File: src/rtl/gpio_wb_multi.sv
// gpio_wb_multi: configurable-width Wishbone GPIO bank with per-bit
// direction, output toggle, synchronised inputs and edge interrupts.
module gpio_wb_multi #(
    parameter int gpio_width  = 8,
    parameter int sync_stages = 2
) (
    input  logic                  clk,
    input  logic                  rst,
    input  logic                  wb_cyc_i,
    input  logic                  wb_stb_i,
    input  logic                  wb_we_i,
    input  logic [31:0]           wb_adr_i,
    input  logic [3:0]            wb_sel_i,
    input  logic [31:0]           wb_dat_i,
    output logic [31:0]           wb_dat_o,
    output logic                  wb_ack_o,
    input  logic [gpio_width-1:0] gpio_i,
    output logic [gpio_width-1:0] gpio_o,
    output logic [gpio_width-1:0] gpio_oe,
    output logic                  irq
);

    localparam int W = gpio_width;

    logic [sync_stages-1:0][W-1:0] sync_q;
    logic [W-1:0] prev_q;
    logic [W-1:0] out_q, out_d;
    logic [W-1:0] dir_q, dir_d;
    logic [W-1:0] ie_q, ie_d;
    logic [W-1:0] rise_q, rise_d;
    logic [W-1:0] fall_q, fall_d;
    logic [W-1:0] pend_q, pend_d;
    logic         ack_q, ack_d;
    logic [31:0]  dat_q, dat_d;
    logic         irq_q, irq_d;

    logic         acc;
    logic         wr;
    logic [2:0]   reg_sel;
    logic [31:0]  lane_m;
    logic [W-1:0] wm;
    logic [W-1:0] wd;
    logic [W-1:0] in_w;
    logic [W-1:0] edges;
    logic [W-1:0] rd_w;
    logic [31:0]  rdata;
    logic         unused_ok;

    assign acc     = wb_cyc_i & wb_stb_i & ~ack_q;
    assign wr      = acc & wb_we_i;
    assign reg_sel = wb_adr_i[4:2];
    assign lane_m  = {{8{wb_sel_i[3]}}, {8{wb_sel_i[2]}},
                      {8{wb_sel_i[1]}}, {8{wb_sel_i[0]}}};
    assign wm      = lane_m[W-1:0];
    assign wd      = wb_dat_i[W-1:0] & wm;
    assign in_w    = sync_q[sync_stages-1];
    assign edges   = (in_w & ~prev_q & rise_q) |
                     (~in_w & prev_q & fall_q);

    assign unused_ok = ^{wb_adr_i[31:5], wb_adr_i[1:0],
                         wb_dat_i, lane_m};

    // Register write decode, W1C on PEND with edge set taking priority
    always_comb begin
        out_d  = out_q;
        dir_d  = dir_q;
        ie_d   = ie_q;
        rise_d = rise_q;
        fall_d = fall_q;
        pend_d = pend_q;
        if (wr) begin
            case (reg_sel)
                3'd1:    out_d  = (out_q & ~wm) | wd;
                3'd2:    dir_d  = (dir_q & ~wm) | wd;
                3'd3:    ie_d   = (ie_q & ~wm) | wd;
                3'd4:    rise_d = (rise_q & ~wm) | wd;
                3'd5:    fall_d = (fall_q & ~wm) | wd;
                3'd6:    pend_d = pend_q & ~wd;
                3'd7:    out_d  = out_q ^ wd;
                default: ;
            endcase
        end
        pend_d = pend_d | edges;
    end

    // Read mux, zero-extended to the bus width
    always_comb begin
        rd_w = '0;
        case (reg_sel)
            3'd0:    rd_w = in_w;
            3'd1:    rd_w = out_q;
            3'd2:    rd_w = dir_q;
            3'd3:    rd_w = ie_q;
            3'd4:    rd_w = rise_q;
            3'd5:    rd_w = fall_q;
            3'd6:    rd_w = pend_q;
            default: rd_w = '0;
        endcase
        rdata         = '0;
        rdata[W-1:0]  = rd_w;
    end

    // Bus response and interrupt next-state
    always_comb begin
        ack_d = acc;
        dat_d = acc ? rdata : 32'h0;
        irq_d = |(pend_q & ie_q);
    end

    // State registers, synchronous reset
    always_ff @(posedge clk) begin
        if (rst) begin
            sync_q <= '0;
            prev_q <= '0;
            out_q  <= '0;
            dir_q  <= '0;
            ie_q   <= '0;
            rise_q <= '0;
            fall_q <= '0;
            pend_q <= '0;
            ack_q  <= 1'b0;
            dat_q  <= '0;
            irq_q  <= 1'b0;
        end else begin
            sync_q <= {sync_q[sync_stages-2:0], gpio_i};
            prev_q <= in_w;
            out_q  <= out_d;
            dir_q  <= dir_d;
            ie_q   <= ie_d;
            rise_q <= rise_d;
            fall_q <= fall_d;
            pend_q <= pend_d;
            ack_q  <= ack_d;
            dat_q  <= dat_d;
            irq_q  <= irq_d;
        end
    end

    assign wb_ack_o = ack_q;
    assign wb_dat_o = dat_q;
    assign gpio_o   = out_q;
    assign gpio_oe  = dir_q;
    assign irq      = irq_q;

endmodule

File: config.mk
export PLATFORM = sky130hd
export DESIGN_NAME = gpio_wb_multi
export DESIGN_NICKNAME = d
export VERILOG_FILES = /design/src/rtl/gpio_wb_multi.sv
export SDC_FILE = /design/constraint.sdc
export NUM_CORES = 1
export LEC_CHECK = 0
export CORE_AREA = 2 2 97 99
export DETAILED_ROUTE_END_ITERATION = 10
export DIE_AREA = 0 0 99 101
export HOLD_SLACK_MARGIN = 0.08
export PLACE_DENSITY = 0.76
export RECOVER_POWER = 100
export SLEW_MARGIN = 15
export SYNTH_ARGS = -nofsm -noshare
export SYNTH_HDL_FRONTEND = slang
export SYNTH_SLANG_ARGS = --single-unit
File: constraint.sdc
create_clock -name clk -period 1.78 [get_ports clk]
set_input_delay 0.178 -clock clk [delete_from_list [all_inputs] [get_ports clk]]
set_output_delay 0.178 -clock clk [all_outputs]
set_load 0.02 [all_outputs]
Word level (Yosys, flattened, before mapping):

Cells that the tools add are included.

* word-level logic and storage cells: 62
* bits in registers: 106
* output and inout port bits: 50
* input bits: 81

* bitwise gates (word level): 29
* equal/unequal tests: 7
* reductions and logical operators: 9
* mux-type cells: 4

Operators with widths (number)
* $and A8 B8 Y8: 12
* $or A8 B8 Y8: 7
* $pmux W8 S7: 1
* $not A8 Y8: 4
* $mux W8: 2
* $pmux W8 S2: 1
* $eq A3 B3 Y1 const B: 4
* $reduce_and A2 Y1: 5
* $reduce_or A8 Y1: 1
* $xor A8 B8 Y8: 1
* $eq A3 B2 Y1 const B: 2
* $and A1 B1 Y1: 3
* $eq A3 B1 Y1 const B: 1
* $logic_not A3 Y1: 1
* $not A1 Y1: 2
* $reduce_bool A2 Y1: 1
* $reduce_or A2 Y1: 1

Logic depth before layout (Yosys ltp):

* depth after elaboration: 6
* gate-level depth with buffers: 6
* depth with buffers taken out: 4

Worst setup path before layout:

OpenSTA, ideal clock, no wires.

* path kind: register to register
* from: register ack_q, in the netlist wb_ack_o
* to: register with a tool-made name
* clock period less this slack: 1.406 ns
* required time: 1.639 ns
* slack: 0.374 ns
* path buffers: 2
* cell stages (with the launch flop): 7
* setup time: 0.141 ns
* arrival: 1.265 ns
* cell sequence: dfxtp_1 and4b_1 buf_4 buf_6 o211ai_2 a21oi_1 o32ai_2

RTL lines
* from (decl): RTL line 33 `logic ack_q, ack_d;`
* from (signal assigned): RTL line 133 `ack_q <= ack_d;`

==> reports/qor.txt <==
FINAL LAYOUT
------------------------------------------------------------------------------------------------------
Antenna cell count                                                                                   0
Synthesis-to-finish area growth                                                                  22.4%
Layout cell share with drive strength beyond 1                                                   13.8%
Net count reported at finish                                                                       547
Final non-filler cell area                                                                  4670 sq um
Post-Layout Cell Count                                                                             581

CTS
------------------------------------------------------------------------------------------------------
Cts bufs inserted                                                                                    9
Clock Tree Root                                                                           sky130_fd_sc_hd__clkbuf_8
Number of sinks driven by the clock tree                                                            82
Clock tree from TritonCTS                                                                         done
Clock transition at the register clock pins on the worst setup and hold paths after CTS          80 ps
Level count of the clock H-tree                                                                      3
Number of buffers inserted by hold repair at cts                                                     0
# resized after CTS                                                                                  0
Clock latency at the later pin of the worst-skew pair                                           360 ps
Maximum buffer depth of the clock tree                                                               2
Number of buffers inserted to repair setup after CTS                                                 0

STA
------------------------------------------------------------------------------------------------------
Final Cycle Share                                                                                95.7%
Final-layout worst hold slack                                                                   164 ps
Count of final max-slew check failures                                                               0
Measured slew at the worst slew-check pin                                                      1250 ps
Worst slew margin relative to its limit                                                          16.5%
Maximum operating frequency                                                                  0.587 GHz
Number of hold violations in the final report                                                        0
Layout Skew                                                                                    7.95 ps
Unrepaired setup endpoints after global routing                                                  false
Shortest period the worst path allows                                                          1700 ps
Min setup slack post-route                                                                     76.0 ps
Count of final setup violators                                                                       0
Setup TNS                                                                                         0 ps

FLOORPLANNING
------------------------------------------------------------------------------------------------------
DIE AREA                                                                                   10000 sq um
Row cnt                                                                                             35
Placeable core area                                                                         8980 sq um
Overall die width                                                                                99 um
Top-level port count                                                                               131
Effective utilization at floorplan                                                               42.5%
Vert. Die Dim                                                                                   101 um

GLOBAL ROUTING
------------------------------------------------------------------------------------------------------
Global-route wire length before repair                                                       15,100 um
Number of antenna violations at the first check in global routing                                    0
Largest net degree at the start of global routing                                                   70
Overall track demand over capacity in global routing                                             19.3%
Grt total ovfl                                                                                       0
Via count of the first global-routing pass                                                       3,008

DETAILED ROUTING
------------------------------------------------------------------------------------------------------
Post-detailed-routing wire length                                                              9370 um
DRC Markers                                                                                          0
Number of search-and-repair iterations in the first detailed-routing pass                            5
Drt initial violations                                                                             189
Via total after detailed routing                                                                 3,156
Remaining antenna violation count after routing                                                      0
Average wire per cell in the routed design                                                     16.1 um
Vias/cell                                                                                         5.43

SETUP PATH
------------------------------------------------------------------------------------------------------
Critical path capture point type                                                           output port
Max stage delay on crit path                                                                    720 ps
Sum of buffers and inverters on the critical path                                                    1
R2r worst-path depth                                                                                 6
Critical Path RT                                                                               1600 ps
Cell chain of the critical path                                                           dlygate4sd3_1
Crit Path Category                                                                             reg2out
Worst Setup Start Kind                                                                        register
FF-to-FF setup slack                                                                            190 ps
Highest fanout seen on the critical path                                                             4
Crit-path leading delay family                                                            buffers and inverters
Crit path max-delay cell type                                                             sky130_fd_sc_hd__dlygate4sd3_1
Reg2reg start                                                                                 wb_ack_o
Data arrival time at the worst-slack endpoint                                                  1530 ps

SYNTH
------------------------------------------------------------------------------------------------------
Cell area after synthesis                                                                   3810 sq um
Synth Flop Type                                                                           sky130_fd_sc_hd__dfxtp_1
FFs w/ async S/R, synth                                                                             0%
Sequential fraction of the synthesis area                                                        43.0%
Gate Count Post-Synth                                                                              392
Synthesis-stage register bit count                                                                  82
Number of different library cells in the post-synthesis netlist                                     47
Number of synthesized flops with an enable pin                                                       0
Post-synthesis area per instance                                                            9.73 sq um
Number of warnings printed during yosys synthesis                                                    0

POWER AND IR DROP
------------------------------------------------------------------------------------------------------
Psw                                                                                             856 uW
Clock power share                                                                                36.7%
Power share of the sequential group                                                              53.0%
IR Drop Worst-Case VDD                                                                        0.376 mV
Combinational share of power                                                                     10.3%
Sw Share                                                                                         24.2%
Leakage dissipation                                                                            1.99 nW
Internal cell power                                                                            2.69 mW
Pwr per Cell Area                                                                          759 nW/um^2

PLACED DESIGN
------------------------------------------------------------------------------------------------------
Placement-stage cell area                                                                   4540 sq um
Total of buffers placed on input and output ports                                                   50
Worst setup timing slack at the placement stage                                                -141 ps
Dpl hpwl                                                                                       6780 um
Cell total after placement                                                                         566
Final GP Congestion                                                                              0.895

HOLD PATH
------------------------------------------------------------------------------------------------------
Worst hold path stage count                                                                          2
Hold wc startpoint                                                                                 rst
Hold WC Path Type                                                                               in2reg

FLOW RUN
------------------------------------------------------------------------------------------------------
Number of violations of the max-capacitance limit                                                    0

RUN STATUS
------------------------------------------------------------------------------------------------------
Run status                                                                                complete, no violations

## power groups by stage
stage	logic [mW]	registers [mW]	clock network, mW
after floorplan	0.245	1.92	0
after global placement	0.365	1.92	0
after detailed placement	0.372	1.92	0
after CTS	0.373	1.88	1.33
after global routing	0.389	1.88	1.41
final	0.365	1.88	1.30
## cell families after synthesis
group                  share of synthesized area, %
muxes                                          14.1
buffers and inverters                          8.66
and+or+nand+nor                                20.1
AOI/OAI and AO/OA                              14.0
DFF                                            43.0
other                                        0.0983
## how the worst max path moves through the flow
stage | slack (ps) | start | to | cells past startpoint
3_3_place_gp | -120 | wb_adr_i[3] | register | 6
2_1_floorplan | 370 | wb_ack_o | register | 6
4_1_cts | 110 | register | gpio_o[4] | 1
5_1_grt | 50 | wb_adr_i[2] | wb_dat_o[3] | 6
6_report | 80 | register | gpio_o[0] | 1
3_5_place_dp | -140 | wb_adr_i[3] | register | 6
## synthesized netlist by cell type (all sizes together) (3+ instances only)
library cell,n,area [sq um]
o32ai,8,130
mux2i,41,410
nor2b,27,176
a22oi,8,60.1
buf,41,300
nor2,37,139
clkbuf,7,26.3
nand2b,9,56.3
mux4,3,67.6
a21oi,28,140
nand3b,8,60.1
dfxtp,82,1640
o21ai,8,40.0
o2bb2ai,5,43.8
mux2,5,60.1
nand2,37,139
nand4,10,83.8
a221oi,4,35.0
## cell usage in the layout (no fill, tap or decap), types with 3 or more instances in the layout
master	instances
sky130_fd_sc_hd__mux2i_1	41
sky130_fd_sc_hd__buf_12	3
sky130_fd_sc_hd__a22oi_1	8
sky130_fd_sc_hd__nand4_1	8
sky130_fd_sc_hd__nand2b_1	9
sky130_fd_sc_hd__dlygate4sd3_1	26
sky130_fd_sc_hd__clkbuf_8	10
sky130_fd_sc_hd__clkbuf_1	7
sky130_fd_sc_hd__clkbuf_2	4
sky130_fd_sc_hd__o21ai_0	8
sky130_fd_sc_hd__a21oi_1	28
sky130_fd_sc_hd__mux4_2	3
sky130_fd_sc_hd__o32ai_2	6
sky130_fd_sc_hd__o2bb2ai_1	5
sky130_fd_sc_hd__buf_4	25
sky130_fd_sc_hd__a221oi_1	4
sky130_fd_sc_hd__nor2b_1	26
sky130_fd_sc_hd__nand2_1	37
sky130_fd_sc_hd__nor2_1	37
sky130_fd_sc_hd__dfxtp_1	82
sky130_fd_sc_hd__nand3b_1	8
sky130_fd_sc_hd__mux2_1	3
sky130_fd_sc_hd__conb_1	24
sky130_fd_sc_hd__clkdlybuf4s50_1	23
## metrics by stage
stage / util, % / power [mW]
final: 52.0 / 3.54
after global routing: 52.0 / 3.68
after CTS: 52.7 / 3.58
after detailed placement: 50.6 / 2.29
after global placement: 50.6 / 2.28
after floorplan: - / 2.16
## routing by layer
| layer | global-route usage [%] | routed length [um] | share of wire (%) | up-vias |
|---|---|---|---|---|
| met1 | 24.3 | 4060 | 43 | 1518 |
| li1 | - | - | - | 1481 |
| met4 | 9.91 | 346 | 3.7 | 0 |
| met3 | 3.81 | 520 | 5.6 | 27 |
| met5 | 0 | 0 | 0 | - |
| met2 | 31.4 | 4440 | 47 | 130 |
## layout make-up
type | count | area (sq um)
Fill cell | 842 | 4310
Multi-Input combinational cell | 284 | 1910
Sequential cell | 82 | 1640
Timing Repair Buffer | 88 | 787
Clock buffer | 12 | 145
Tap cell | 111 | 139
Clock inverter | 3 | 40.0
Inverter | 1 | 3.75
(Power assumes the default switching activity.)
